==> src/rtl/sw_broadcast_ctrl.sv <==
// sw_broadcast_ctrl: in-order store broadcast queue with drain-before-switch serial/parallel mode control
module sw_broadcast_ctrl #(
    parameter int DEPTH = 4,
    parameter int AW    = 16
) (
    input  logic          clk,
    input  logic          reset_n,
    input  logic          st_valid,
    input  logic [AW-1:0] st_addr,
    input  logic [31:0]   st_data,
    output logic          st_ready,
    input  logic          par_req,
    input  logic          child_sw_empty,
    output logic          parallel,
    output logic          bc_valid,
    output logic [AW-1:0] bc_addr,
    output logic [31:0]   bc_data,
    input  logic          bc_ready,
    output logic          busy
);
    localparam int PW = $clog2(DEPTH);
    typedef enum logic [1:0] {SERIAL, DRAIN, PARALLEL, RESYNC} state_t;
    state_t         state_q, state_d;
    logic [1:0]     rst_sync_q;
    logic           rst_ni;
    logic [PW-1:0]  rd_ptr_q, rd_ptr_d, wr_ptr_q, wr_ptr_d;
    logic [PW:0]    count_q, count_d;
    logic           parallel_q, parallel_d;
    logic [AW+31:0] mem_q [DEPTH];
    logic           enq, deq;

    // reset asserts at once but releases only after two clean clock edges
    always_ff @(posedge clk or negedge reset_n) begin
        if (!reset_n) rst_sync_q <= '0;
        else          rst_sync_q <= {rst_sync_q[0], 1'b1};
    end
    assign rst_ni = rst_sync_q[1];

    // stores are only taken in serial mode; a full queue still accepts when its head leaves this cycle
    assign st_ready = rst_ni && state_q == SERIAL && (count_q < (PW+1)'(DEPTH) || bc_ready);
    assign enq      = st_valid && st_ready;
    assign bc_valid = count_q != '0;
    assign deq      = bc_valid && bc_ready;
    assign {bc_addr, bc_data} = mem_q[rd_ptr_q];
    assign parallel = parallel_q;
    assign busy     = bc_valid || state_q == DRAIN || state_q == RESYNC;

    // pointer and occupancy bookkeeping; pointers wrap naturally since DEPTH is a power of two
    always_comb begin
        rd_ptr_d = deq ? rd_ptr_q + 1'b1 : rd_ptr_q;
        wr_ptr_d = enq ? wr_ptr_q + 1'b1 : wr_ptr_q;
        count_d  = count_q + (PW+1)'(enq) - (PW+1)'(deq);
    end

    // mode sequencing: serial -> drain until empty -> parallel -> wait for children -> serial
    always_comb begin
        state_d = state_q;
        case (state_q)
            SERIAL:   if (par_req) state_d = DRAIN;
            DRAIN:    state_d = !par_req ? SERIAL : (count_d == '0 ? PARALLEL : DRAIN);
            PARALLEL: if (!par_req) state_d = RESYNC;
            RESYNC:   if (child_sw_empty) state_d = SERIAL;
            default:  state_d = SERIAL;
        endcase
        parallel_d = state_d == PARALLEL || state_d == RESYNC;
    end

    // queue storage needs no reset; only entries below count are ever observed
    always_ff @(posedge clk) begin
        if (enq) mem_q[wr_ptr_q] <= {st_addr, st_data};
    end

    // control state registers
    always_ff @(posedge clk or negedge rst_ni) begin
        if (!rst_ni) begin
            state_q    <= SERIAL;
            rd_ptr_q   <= '0;
            wr_ptr_q   <= '0;
            count_q    <= '0;
            parallel_q <= 1'b0;
        end else begin
            state_q    <= state_d;
            rd_ptr_q   <= rd_ptr_d;
            wr_ptr_q   <= wr_ptr_d;
            count_q    <= count_d;
            parallel_q <= parallel_d;
        end
    end
endmodule

==> config.mk <==
export PLATFORM = sky130hd
export DESIGN_NAME = sw_broadcast_ctrl
export DESIGN_NICKNAME = d
export VERILOG_FILES = /design/src/rtl/sw_broadcast_ctrl.sv
export SDC_FILE = /design/constraint.sdc
export NUM_CORES = 1
export LEC_CHECK = 0
export ABC_AREA = 1
export BUFFER_PORTS_ARGS = -buffer_cell sky130_fd_sc_hd__buf_2
export CAP_MARGIN = 20
export CORE_MARGIN = 4
export CORE_UTILIZATION = 50
export CTS_CLUSTER_SIZE = 30
export DETAILED_ROUTE_END_ITERATION = 10
export HOLD_SLACK_MARGIN = 0.06
export PLACE_DENSITY_LB_ADDON = 0.05
export SLEW_MARGIN = 20
export SYNTH_ARGS = -nofsm -noshare
export SYNTH_HDL_FRONTEND = slang
export SYNTH_SLANG_ARGS = --single-unit
==> constraint.sdc <==
create_clock -name clk -period 1.75 [get_ports clk]
set_clock_uncertainty 0.15 [all_clocks]
set_input_delay 0.35 -clock clk [delete_from_list [all_inputs] [get_ports clk]]
set_output_delay 0.35 -clock clk [all_outputs]
set_load 0.02 [all_outputs]
; Word level (Yosys, flattened, before mapping)
; Memories as Yosys holds them, arrays and structs flattened.
; Index checks and enable logic that the tools add are counted.
[totals]
ff_bits = 12
mem_bits_rw = 192
in_bits = 54
out_inout_bits = 52
n_memories = 1
[memory_table]
columns = memory, words, width, rd, rd_ports_with_merged_regs, wr, line_no
row1 = mem_q, 4, 48, 1, 0, 1, 29  ; logic [AW+31:0] mem_q [DEPTH];
[op_classes]
add_sub_neg = 4
n_lt_le_gt_ge = 1
eq_ne = 5
n_mux = 8
reduce_logical = 11
[op_table]
columns = operator, n
row1 = 2-to-1 mux 2 bit, 5
row2 = "equality test 2 bit, second input constant", 4
row3 = case mux 2 bit (4 select lines), 1
row4 = "adder 2 x 1 -> 2 bit, second input constant", 2
row5 = logical AND 1 bit, 4
row6 = logical OR 1 bit, 4
row7 = adder 3 x 1 -> 3 bit, 1
row8 = logical NOT 3 bit, 1
row9 = "less-than comparator 3 bit, second input constant", 1
row10 = nonzero test 3 bit, 1
row11 = subtractor 3 x 1 -> 3 bit, 1
row12 = "equality test 2 x 1 -> 1 bit, second input constant", 1
row13 = logical NOT 2 bit, 1
row14 = 2-to-1 mux 1 bit, 2

; Longest topological paths before layout
; Gate-level depths: netlist (run 1).
[depth]
word_depth = 12
mapped_depth = 15
depth_no_buf = 15

; Least setup slack after synthesis (run 1)
; No wires, ideal clock.
[synth_timing]
kind = reg2reg
start = reg, netlist name parallel
end = mem mem_q[0][0] (netlist name) (enable)
setup_time_ns = 0.454
t_arrival_ns = 2.895
required_ns = 1.146
setup_slack_ns = -1.749
path_stages_with_launch = 4
path_buffers = 0
synth_period_minus_slack_ns = 3.499
path_cell_list = dfrtp_1 > nor2_1 > nand4_2 > nor2_1
[synth_rtl]
columns = item, line_no
row1 = end: declaration, 29

; Final worst setup path (run 1)
[layout_timing]
start = reg rd_ptr_q[0]
end = out bc_data[22]
[layout_between]
elab_chain_cells = 1
[layout_rtl]
columns = item, line_no
row1 = start: declaration, 26  ; logic [PW-1:0] rd_ptr_q, rd_ptr_d, wr_ptr_q, wr_ptr_d;
row2 = start signal: assignment, 83  ; rd_ptr_q <= rd_ptr_d;
row3 = memory read (4 x 48 bit), n/a
row4 = end: declaration, 17  ; output logic [31:0] bc_data,
; Every way passes these cells.

==> results.md, run 1 <==
- Final hold violation count: 0
- DIE AREA: 17500 sq um
- Yosys warnings: 0
- Layout cells sized above 1: 34.7%
- Cell taking the most area after synthesis: edfxtp_1
- Register area: 6050 sq um
- Critical Path Start Type: flip-flop
- Fin area: 11100 sq um
- Placed insts: 841
- Routed Antenna Nets: 0
- CTS Sinks: 203
- Most frequent cell after synthesis: edfxtp_1
- CTS Buf Count: 21
- Pre-CTS WS: -0.452 ns
- WP data arrival: 1.76 ns
- Commonest cells in the netlist: edfxtp_1 (192), nor2_1 (108), o21ai_0 (96), o22ai_1 (48)
- Critical Path RT: 1.25 ns
- Initial antenna violation count: 0
- Root Driver: clkbuf_16
- Area of the multi-input gates: 1660 sq um
- CP endpoint kind: primary output
- Sequential share of the synthesized area: 78.2%
- Final worst slack: -0.507 ns
- FF+latch count, synth: 203
- DRC: 0
- Final min period: 2.26 ns
- Fill count: 969
- Worst hold path class: reg2async
- Placed cell area: 8860 sq um
- DRT Pass-1 Iters: 4
- H-tree Lvls: 1
- Initial DRC count: 294
- Share of async-settable or async-resettable flops after synthesis: 5.42%
- VDD IR max: 1040 uV
- RD Place Congestion: 0.719
- Total GRT Usage: 19.6%
- Slew Limit Fails: 0
- Mapped Cells: 539
- Clock slew at reported path FFs: 0.06 ns
- Power Density: 1620 nW/um^2
- Static Leakage: 0.00404 uW
- Global-route wire length before repair: 27.2 mm
- Via density per instance: 5.41
- Violated checks: setup timing
- Netlist cell types: 26
- Max Cap Viol: 0
- Largest net degree at the start of global routing: 31
- Critical path class: reg2out
- Highest clock rate: 0.443 GHz
- Main synth FF type: edfxtp_1
- WL final: 18.4 mm
- Die X: 132 um
- Syn_area_per_cell: 14.3 sq um
- Vias in the first global route: 5231
- Final period util: 129%
- TritonCTS clock tree: done
- Top post-synthesis cells by area: edfxtp_1 (75%), o21ai_0 (6.2%), nor2_1 (5.2%)
- Syn-to-layout area delta: 43.4%
- Mapped cell area: 7730 sq um
- Final net count: 826
- Clock buffer depth: 3
- RSZ-0062 raised after global routing: true
- Port Buf Inserts: 105
- EDFF count, synth: 192
- Die span in y: 132 um
- Share of the synthesized area in the top cell type: 74.6%
- Initial core utilization: 51.0%
- Clk Latency, worst-skew pair: 0.48 ns
- Hpwl dp: 9.86 mm
- Status: finished with violations
- Min Hold Slack: 0.188 ns
- Cell Count, Final, Fillers Out: 965
- Vias: 5222
- Final core occ: 73.2%
- Congestion Overflow GR: 0
- # IOs: 106
- CP max FO: 24
- Setup violators final: 169
- N_diodes: 0
- Core Footprint: 15100 sq um
- Site Rows: 45
- Routed wire per std cell: 19.1 um
- Syn_nets: 600
state kept, by name (all words and copies together) (netlist names):
register    cells
count_q         3
mem_q         192
parallel        1
rd_ptr_q        2
rst_sync_q      2
state_q         1
wr_ptr_q        2
metrics by stage:
stage	power, uW	setup TNS, ns
2_1_floorplan	9770	-84.74
3_3_place_gp	11800	-3.20
3_5_place_dp	12000	-6.20
4_1_cts	17400	-44.30
5_1_grt	18800	-38.43
6_report	17900	-28.89
placed cells by master, fill, tap and decap left out, types with 12 or more instances in the layout:
| cell type | n |
|---|---|
| inv_1 | 12 |
| buf_12 | 20 |
| o22ai_1 | 41 |
| o21ai_0 | 50 |
| buf_2 | 54 |
| clkbuf_16 | 31 |
| o21ai_1 | 40 |
| dlygate4sd3_1 | 52 |
| buf_6 | 19 |
| edfxtp_1 | 192 |
| nor2_1 | 85 |
| buf_4 | 67 |
| nor2_2 | 15 |
power by group:
part           switching, uW  internal [uW]  total (uW)  leakage [uW]
combinational           4430           3440        7870       0.00188
clock                   1650           2440        4090      0.000303
sequential               193           5750        5940       0.00186
total                   6280          11600       17900       0.00404
logic make-up after synthesis:
kind of cell               share of synthesized area (%)
AOI/OAI and AO/OA                                   10.4
other                                             0.0485
DFF                                                 78.2
xor gates and xnor gates                           0.113
buffers and inverters                               3.48
adders and majority gates                           1.23
and+or+nand+nor                                     6.56
final cells by class:
| cell class | count | share of cell area, % |
|---|---|---|
| Sequential cell | 203 | 54.6 |
| Timing Repair Buffer | 234 | 21.9 |
| Multi-Input combinational cell | 287 | 15.0 |
| Clock buffer | 30 | 5.23 |
| Tap cell | 188 | 2.12 |
| Inverter | 18 | 0.723 |
| Clock inverter | 5 | 0.486 |
timing repair:
item / 4_1_cts / 5_1_grt
pin swaps: 8 / 20
setup buffers: 11 / 16
resized for setup: 112 / 84
hold buffers: 52 / 0
cloned: 6 / 12
endpoints found under the hold margin: 196 / 0
setup endpoints to repair: 199 / 247
layer usage:
layer / track usage (%) / routed length (um) / vias up
met5: 0 / 0 / -
met4: 5.02 / 306 / 0
met3: 3.66 / 1030 / 23
met2: 34.4 / 9320 / 143
met1: 25.5 / 7770 / 2590
li1: - / - / 2466
worst paths after layout:
check | from | endpoint | slack, ns | cells past startpoint
worst max-delay path | rd_ptr_q[0] | bc_data[22] | -0.51 | 5
worst min-delay path | rst_sync_q[1] | count_q[0] | 0.19 | 2
worst min register to register | rst_sync_q[1] | count_q[0] | 0.19 | 2
min in group clk | rst_sync_q[0] | rst_sync_q[1] | 0.21 | 0
max in group asynchronous | reset_n | rst_sync_q[1] | 0.75 | 3
worst max register to register | parallel | state_q[0] | -0.41 | 12
critical path, cell delays in order (launching register included):
cell and delay (ns):
dfrtp_4 0.55, clkinv_8 0.12, buf_12 0.17, o21ai_1 0.08
o22ai_1 0.18, buf_4 0.18
Note: power is estimated with default switching activity, not from simulation.
==> run 2: changes to the inputs <==
RECOVER_POWER = 50   (was unset)
==> run 2 against run 1 <==
  * The run still ends with setup timing left
  * Worst setup slack lost 0.010 ns
  * Sequential power is essentially flat
  * Power is essentially flat
  * Fmax shrank 0.45%
  * Non-clock buffer count is the same
  * Design area shrank 0.44%
  * Critical path depth is the same
  * Global-route usage is the same
  * First-iteration DRC count grew 8.8%
  * Routed wire length is essentially flat
  * Clock power is essentially flat
  * Critical endpoint is now bc_data[17]
  * Largest cell class unchanged
==> results.md, run 2 (synthesis gave the netlist of run 1 again) <==
- Die span in y: 132 um (unchanged)
- Critical Path RT: 1.25 ns (about the same)
- Top flop regs: mem_q x192, count_q x3
- Largest net degree at the start of global routing: 31 (unchanged)
- Max Cap Viol: 0 (unchanged)
- Clock slew at reported path FFs: 0.06 ns (about the same)
- Commonest non-fill, non-tap cells in the layout: edfxtp_1 (192), nor2_1 (85), buf_4 (66), dlygate4sd3_1 (52), o21ai_0 (50)
- Placed insts: 841 (unchanged)
- Critical path class: reg2out
- Min Hold Slack: 0.207 ns (+0.0188 ns)
- RD Place Congestion: 0.719 (unchanged)
- Reg2reg path depth: 12 (unchanged)
- CTS Buf Count: 21 (unchanged)
- Static Leakage: 0.00395 uW (-2.3%)
- Setup violators final: 169 (unchanged)
- Vias in the first global route: 5231 (unchanged)
- Core Footprint: 15100 sq um (unchanged)
- Initial antenna violation count: 0 (unchanged)
- RSZ-0062 raised after global routing: true
- # IOs: 106 (unchanged)
- Routed Antenna Nets: 0 (unchanged)
- Hpwl dp: 9.86 mm (unchanged)
- Initial core utilization: 51.0% (unchanged)
- Crit-path leading delay family: buffers and inverters
- Root Driver: clkbuf_16
- CP max stage cell: dfrtp_4
- Initial DRC count: 320 (+8.8%)
- Status: finished with violations
- Slew Limit Fails: 0 (unchanged)
- Final period util: 130% (+0.58 points)
- Via density per instance: 5.39 (-0.31%)
- CP bufs+invs: 3 (unchanged)
- CTS Sinks: 203 (unchanged)
- Site Rows: 45 (unchanged)
- Final net count: 826 (unchanged)
- Final core occ: 72.8% (-0.32 points)
- Commonest non-fill, non-tap cell in the layout: edfxtp_1
- Final min period: 2.27 ns (+0.0101 ns)
- Placed cell area: 8860 sq um (unchanged)
- Max reg flops: 192 (unchanged)
- Total GRT Usage: 19.6% (unchanged)
- DIE AREA: 17500 sq um (unchanged)
- Pre-CTS WS: -0.452 ns (unchanged)
- Highest clock rate: 0.441 GHz (-0.45%)
- VDD IR max: 995 uV (-4.3%)
- H-tree Lvls: 1 (unchanged)
- Final worst slack: -0.518 ns (-0.0101 ns)
- CP endpoint kind: primary output
- Fin area: 11000 sq um (-0.44%)
- Clk Latency, worst-skew pair: 0.48 ns (about the same)
- CP max FO: 15 (-38%)
- Syn-to-layout area delta: 42.7%
- WP depth: 5 (unchanged)
- Port Buf Inserts: 105 (unchanged)
- Global-route wire length before repair: 27.2 mm (unchanged)
- Clock buffer depth: 3 (unchanged)
- Critical Path Start Type: flip-flop
- WL final: 18.4 mm (about the same)
- Hold path cells: 0
- Rel. slew slack: 66.1%
- Die X: 132 um (unchanged)
- Fill count: 996 (+2.8%)
- TritonCTS clock tree: done
- Violated checks: setup timing
- Top reg by flops: mem_q
- Cell Count, Final, Fillers Out: 965 (unchanged)
- Crit-path cells: buf_6 -> buf_16 -> nor2_1 -> o22ai_1 -> buf_4
- Layout cells sized above 1: 30.4% (-4.4 points)
- Slew @ Worst Pin: 0.509 ns
- DRT Pass-1 Iters: 5 (+1)
- Final hold violation count: 0 (unchanged)
- Power Density: 1620 nW/um^2 (+0.38%)
- WP data arrival: 1.77 ns (about the same)
- Routed wire per std cell: 19.1 um (about the same)
- Worst hold path class: reg2reg
- DRC: 0 (unchanged)
- Congestion Overflow GR: 0 (unchanged)
- Vias: 5206 (-0.31%)
- Crit-path max cell delay: 0.51 ns (-0.04 ns)
- N_diodes: 0 (unchanged)
==> run 2: worst reg2reg max path: cells and delay by family, from the launching register on <==
kind                       cells  cell delay, ns
DFF                            1            0.42
adders and majority gates      3            0.79
and+or+nand+nor                7            0.59
buffers and inverters          2            0.10
==> run 2: layout make-up <==
type,instances,area [sq um],share of cell area (%)
inverters,18,80.1,0.726
well taps,188,235,2.13
clock inverters,5,53.8,0.488
repair buffers,234,2380,21.6
clock buffers,30,579,5.25
multi-input cells,287,1660,15.0
flip-flops and latches,203,6050,54.8
==> run 2: worst paths after layout <==
check                               from             to  slack, ns
min in group asynchronous  rst_sync_q[1]     count_q[0]       0.54
setup reg to reg                parallel     state_q[0]      -0.41
hold reg to reg            rst_sync_q[0]  rst_sync_q[1]       0.21
setup / recovery             rd_ptr_q[0]    bc_data[17]      -0.52
hold / removal             rst_sync_q[0]  rst_sync_q[1]       0.21
max in group asynchronous  rst_sync_q[1]    rd_ptr_q[0]       0.52
==> run 2: layer usage <==
metal / global-route usage, % / vias up / share of wire, %
met5: 0 / - / 0
met2: 34.4 / 131 / 51
met4: 5.02 / 0 / 1.7
met1: 25.5 / 2583 / 42
met3: 3.66 / 25 / 5.1
li1: - / 2467 / -
==> run 2: through the flow <==
stage               TNS [ns]  power, uW
global placement       -3.20      11800
floorplan             -84.74       9770
detailed placement     -6.20      12000
global route          -38.86      18800
CTS                   -44.30      17400
finish                -29.24      17900
==> run 2: repair_timing <==
action                                  in CTS  in global routing
hold buffers                                52                  0
setup buffers                               11                 16
gates cloned                                 6                 12
endpoints found under the hold margin      196                  0
gates resized for setup                    112                 84
pin swaps                                    8                 20
endpoints found under the setup margin     199                247
==> run 2: power by group <==
| group | total, uW | switching [uW] | internal (uW) |
|---|---|---|---|
| Combinational | 7860 | 4440 | 3430 |
| Sequential | 5940 | 194 | 5750 |
| Clock | 4090 | 1650 | 2440 |
==> run 3: changes to the inputs <==
ABC_AREA = 0   (was 1)
==> run 3 against run 2 <==
  * Area after synthesis is 3.2% lower
  * Utilization grew 1.5 points
  * Worst hold slack got worse by 0.036 ns
  * Combinational power decreased by 19%
  * Register-to-register slack got worse by 0.60 ns
  * The run still ends with setup timing left
  * Final cell count fell by 23%
  * Sequential power decreased by 0.7%
  * Highest routed layer unchanged
  * Clock power grew 6.8%
  * Critical path type is now reg2reg
  * Global-route usage fell by 0.93 points
  * Largest cell class unchanged
  * Design area shrank 1.7%
==> results.md, run 3 <==
- Die X: 130 um (-1.5%)
- Share of async-settable or async-resettable flops after synthesis: 5.42% (unchanged)
- Fill count: 836 (-16%)
- Congestion Overflow GR: 0 (unchanged)
- Initial antenna violation count: 0 (unchanged)
- Fin area: 10800 sq um (-1.7%)
- Syn-to-layout area delta: 44.9%
- Max reg flops: 192 (unchanged)
- CP bufs+invs: 2 (-1)
- Status: finished with violations
- Crit-path cells: nor2_2 -> and4_4 -> inv_1 -> ha_1 -> inv_1 -> ha_2 -> fa_2 -> xnor3_1 -> or4b_4 -> a32o_1
- Clk Latency, worst-skew pair: 0.48 ns (about the same)
- Syn_area_per_cell: 24.8 sq um (+73%)
- Static Leakage: 0.00386 uW (-2.2%)
- Root Driver: clkbuf_16
- Initial core utilization: 51.3% (+0.27 points)
- Pre-CTS WS: -1.11 ns (-0.658 ns)
- Final hold violation count: 0 (unchanged)
- DRT Pass-1 Iters: 4 (-1)
- Setup violators final: 215 (+27%)
- CP max stage cell: or4b_4
- Critical Path RT: 1.97 ns (+0.72 ns)
- RD Place Congestion: 0.702 (-2.4%)
- DIE AREA: 17000 sq um (-3.0%)
- DRC: 0 (unchanged)
- Commonest cells in the netlist: edfxtp_1 (192), mux4_2 (48), dfrtp_1 (11)
- Violated checks: setup timing
- Die span in y: 130 um (-1.5%)
- Min Hold Slack: 0.171 ns (-0.0359 ns)
- FF+latch count, synth: 203 (unchanged)
- Initial DRC count: 193 (-40%)
- CP max FO: 2 (-13)
- Met3 Usage GRT: 3.89% (+0.22 points)
- Critical Path Start Type: flip-flop
- Yosys warnings: 0 (unchanged)
- Crit-path leading delay family: simple AND/OR/NAND/NOR gates
- VDD IR max: 888 uV (-11%)
- Top post-synthesis cells by area: edfxtp_1 (77%), mux4_2 (14%), dfrtp_1 (3.7%)
- Syn_nets: 363 (-40%)
- Final net count: 601 (-27%)
- Total GRT Usage: 18.7% (-0.93 points)
- Largest net degree at the start of global routing: 23 (-26%)
- Worst hold path class: in2reg
- GR Layer Usage met1: 25.4% (about the same)
- Hpwl dp: 8.55 mm (-13%)
- Crit-path max cell delay: 0.50 ns (about the same)
- Main synth FF type: edfxtp_1
- # IOs: 106 (unchanged)
- Netlist cell types: 27 (+3.8%)
- Vias: 3873 (-26%)
- Final worst slack: -1.01 ns (-0.493 ns)
- Commonest non-fill, non-tap cell in the layout: edfxtp_1
- CP endpoint kind: flip-flop
- Clock buffer depth: 3 (unchanged)
- Global-route wire length before repair: 23.5 mm (-13%)
- HP Start: bc_ready
- GR Util met2: 31.6% (-2.8 points)
- Routed Antenna Nets: 0 (unchanged)
- Highest clock rate: 0.362 GHz (-18%)
- WL final: 15.9 mm (-14%)
- Sequential share of the synthesized area: 80.7% (+2.6 points)
- Top flop regs: mem_q x192, count_q x3
- Power Density: 1530 nW/um^2 (-5.4%)
- Routed wire per std cell: 21.5 um (+13%)
- CTS Buf Count: 21 (unchanged)
- N_diodes: 0 (unchanged)
- Port Buf Inserts: 105 (unchanged)
- RSZ-0062 raised after global routing: true
- Commonest non-fill, non-tap cells in the layout: edfxtp_1 (192), buf_6 (63), dlygate4sd3_1 (52), mux4_2 (48), clkbuf_1 (35)
- Vias in the first global route: 4297 (-18%)
- EDFF count, synth: 192 (unchanged)
- Crit Reg-Reg Startpoint: state_q[0]
- Slew @ Worst Pin: 0.510 ns (+0.00109 ns)
- WP data arrival: 2.98 ns (+1.21 ns)
- Slew Limit Fails: 0 (unchanged)
- Cell taking the most area after synthesis: edfxtp_1
- Grt peak-use layer: met2
- Site Rows: 44 (-2.2%)
- CP startpoint: state_q[0]
- Mapped Cells: 302 (-44%)
- Critical Path Most Common Cell: inv_1
- Mapped cell area: 7480 sq um (-3.2%)
- Layout cells sized above 1: 42.7% (+12 points)
- Via density per instance: 5.24 (-2.9%)
- Critical path class: reg2reg
- Share of the synthesized area in the top cell type: 77.1% (+2.4 points)
- Placed cell area: 8570 sq um (-3.3%)
- TritonCTS clock tree: done
- Clock slew at reported path FFs: 0.06 ns (about the same)
- Most frequent cell after synthesis: edfxtp_1
- Core Footprint: 14600 sq um (-3.7%)
- Rel. slew slack: 66.0% (-0.072 points)
- H-tree Lvls: 1 (unchanged)
- Final min period: 2.76 ns (+0.493 ns)
- CTS Sinks: 203 (unchanged)
- Final period util: 158% (+28 points)
- Max Cap Viol: 0 (unchanged)
- Top reg by flops: mem_q
run 3: report_power, final:
part	total (uW)	switching, uW	leakage [uW]	internal (uW)
Sequential	5900	158	0.00186	5740
Clock	4370	1710	0.000330	2660
Combinational	6380	2810	0.00167	3560
Total	16600	4690	0.00386	12000
run 3: layer usage:
metal,wire length (um),share of wire [%]
met2,8410,53
met4,340,2.1
met3,731,4.6
met1,6410,40
met5,0,0
run 3: timing repair:
| action | CTS | global route |
|---|---|---|
| gates cloned | 11 | 6 |
| hold endpoints to repair | 196 | 0 |
| resized for setup | 153 | 34 |
| buffers inserted | 23 | 12 |
| endpoints found under the setup margin | 137 | 247 |
| pin swaps | 6 | 1 |
| hold buffers | 52 | 0 |
run 3: cell type report:
cell class                 instances  area (sq um)  area share (%)
clock buffer                      28           552            5.09
clock inverter                    10           125            1.15
inverter                           6          22.5           0.208
multi-input combinational         81          1400            12.9
sequential                       203          6050            55.8
tap                              184           230            2.12
timing repair buffer             227          2470            22.8
run 3: kinds of logic after synthesis:
logic type,Yosys count,share of synthesized area (%)
buf+inv,18,1.00
simple gates,17,1.37
compound gates,3,0.318
mux,49,14.6
flops,203,80.7
xor+xnor,4,0.652
fa+ha+maj,7,1.27
other cells,1,0.0501
run 3: worst register-to-register path, cell delays in order, from the launching register on:
cell and delay (ns):
dfrtp_1 0.38, nor2_2 0.13, and4_4 0.24, inv_1 0.04, ha_1 0.26, inv_1 0.04, ha_2 0.16, fa_2 0.33
xnor3_1 0.20, or4b_4 0.50, a32o_1 0.21
run 3: worst paths after layout:
check / slack [ns] / cells after the start / end
max: -1.01 / 10 / state_q[0]
min: 0.17 / 4 / rd_ptr_q[0]
max reg2reg: -1.01 / 10 / state_q[0]
min reg2reg: 0.20 / 0 / rst_sync_q[1]
max in group asynchronous: 0.64 / 2 / rd_ptr_q[0]
min in group asynchronous: 0.43 / 2 / state_q[0]
run 3: stage by stage:
| stage | utilization, % | total power (uW) | std cells | TNS (ns) |
|---|---|---|---|---|
| 2_1_floorplan | - | 8980 | 302 | -75.19 |
| 3_3_place_gp | 58.7 | 10400 | 611 | -19.23 |
| 3_5_place_dp | 58.7 | 10500 | 611 | -21.66 |
| 4_1_cts | 73.8 | 16800 | 734 | -52.39 |
| 5_1_grt | 74.3 | 17400 | 739 | -57.04 |
| 6_report | 74.3 | 16600 | 739 | -46.65 |
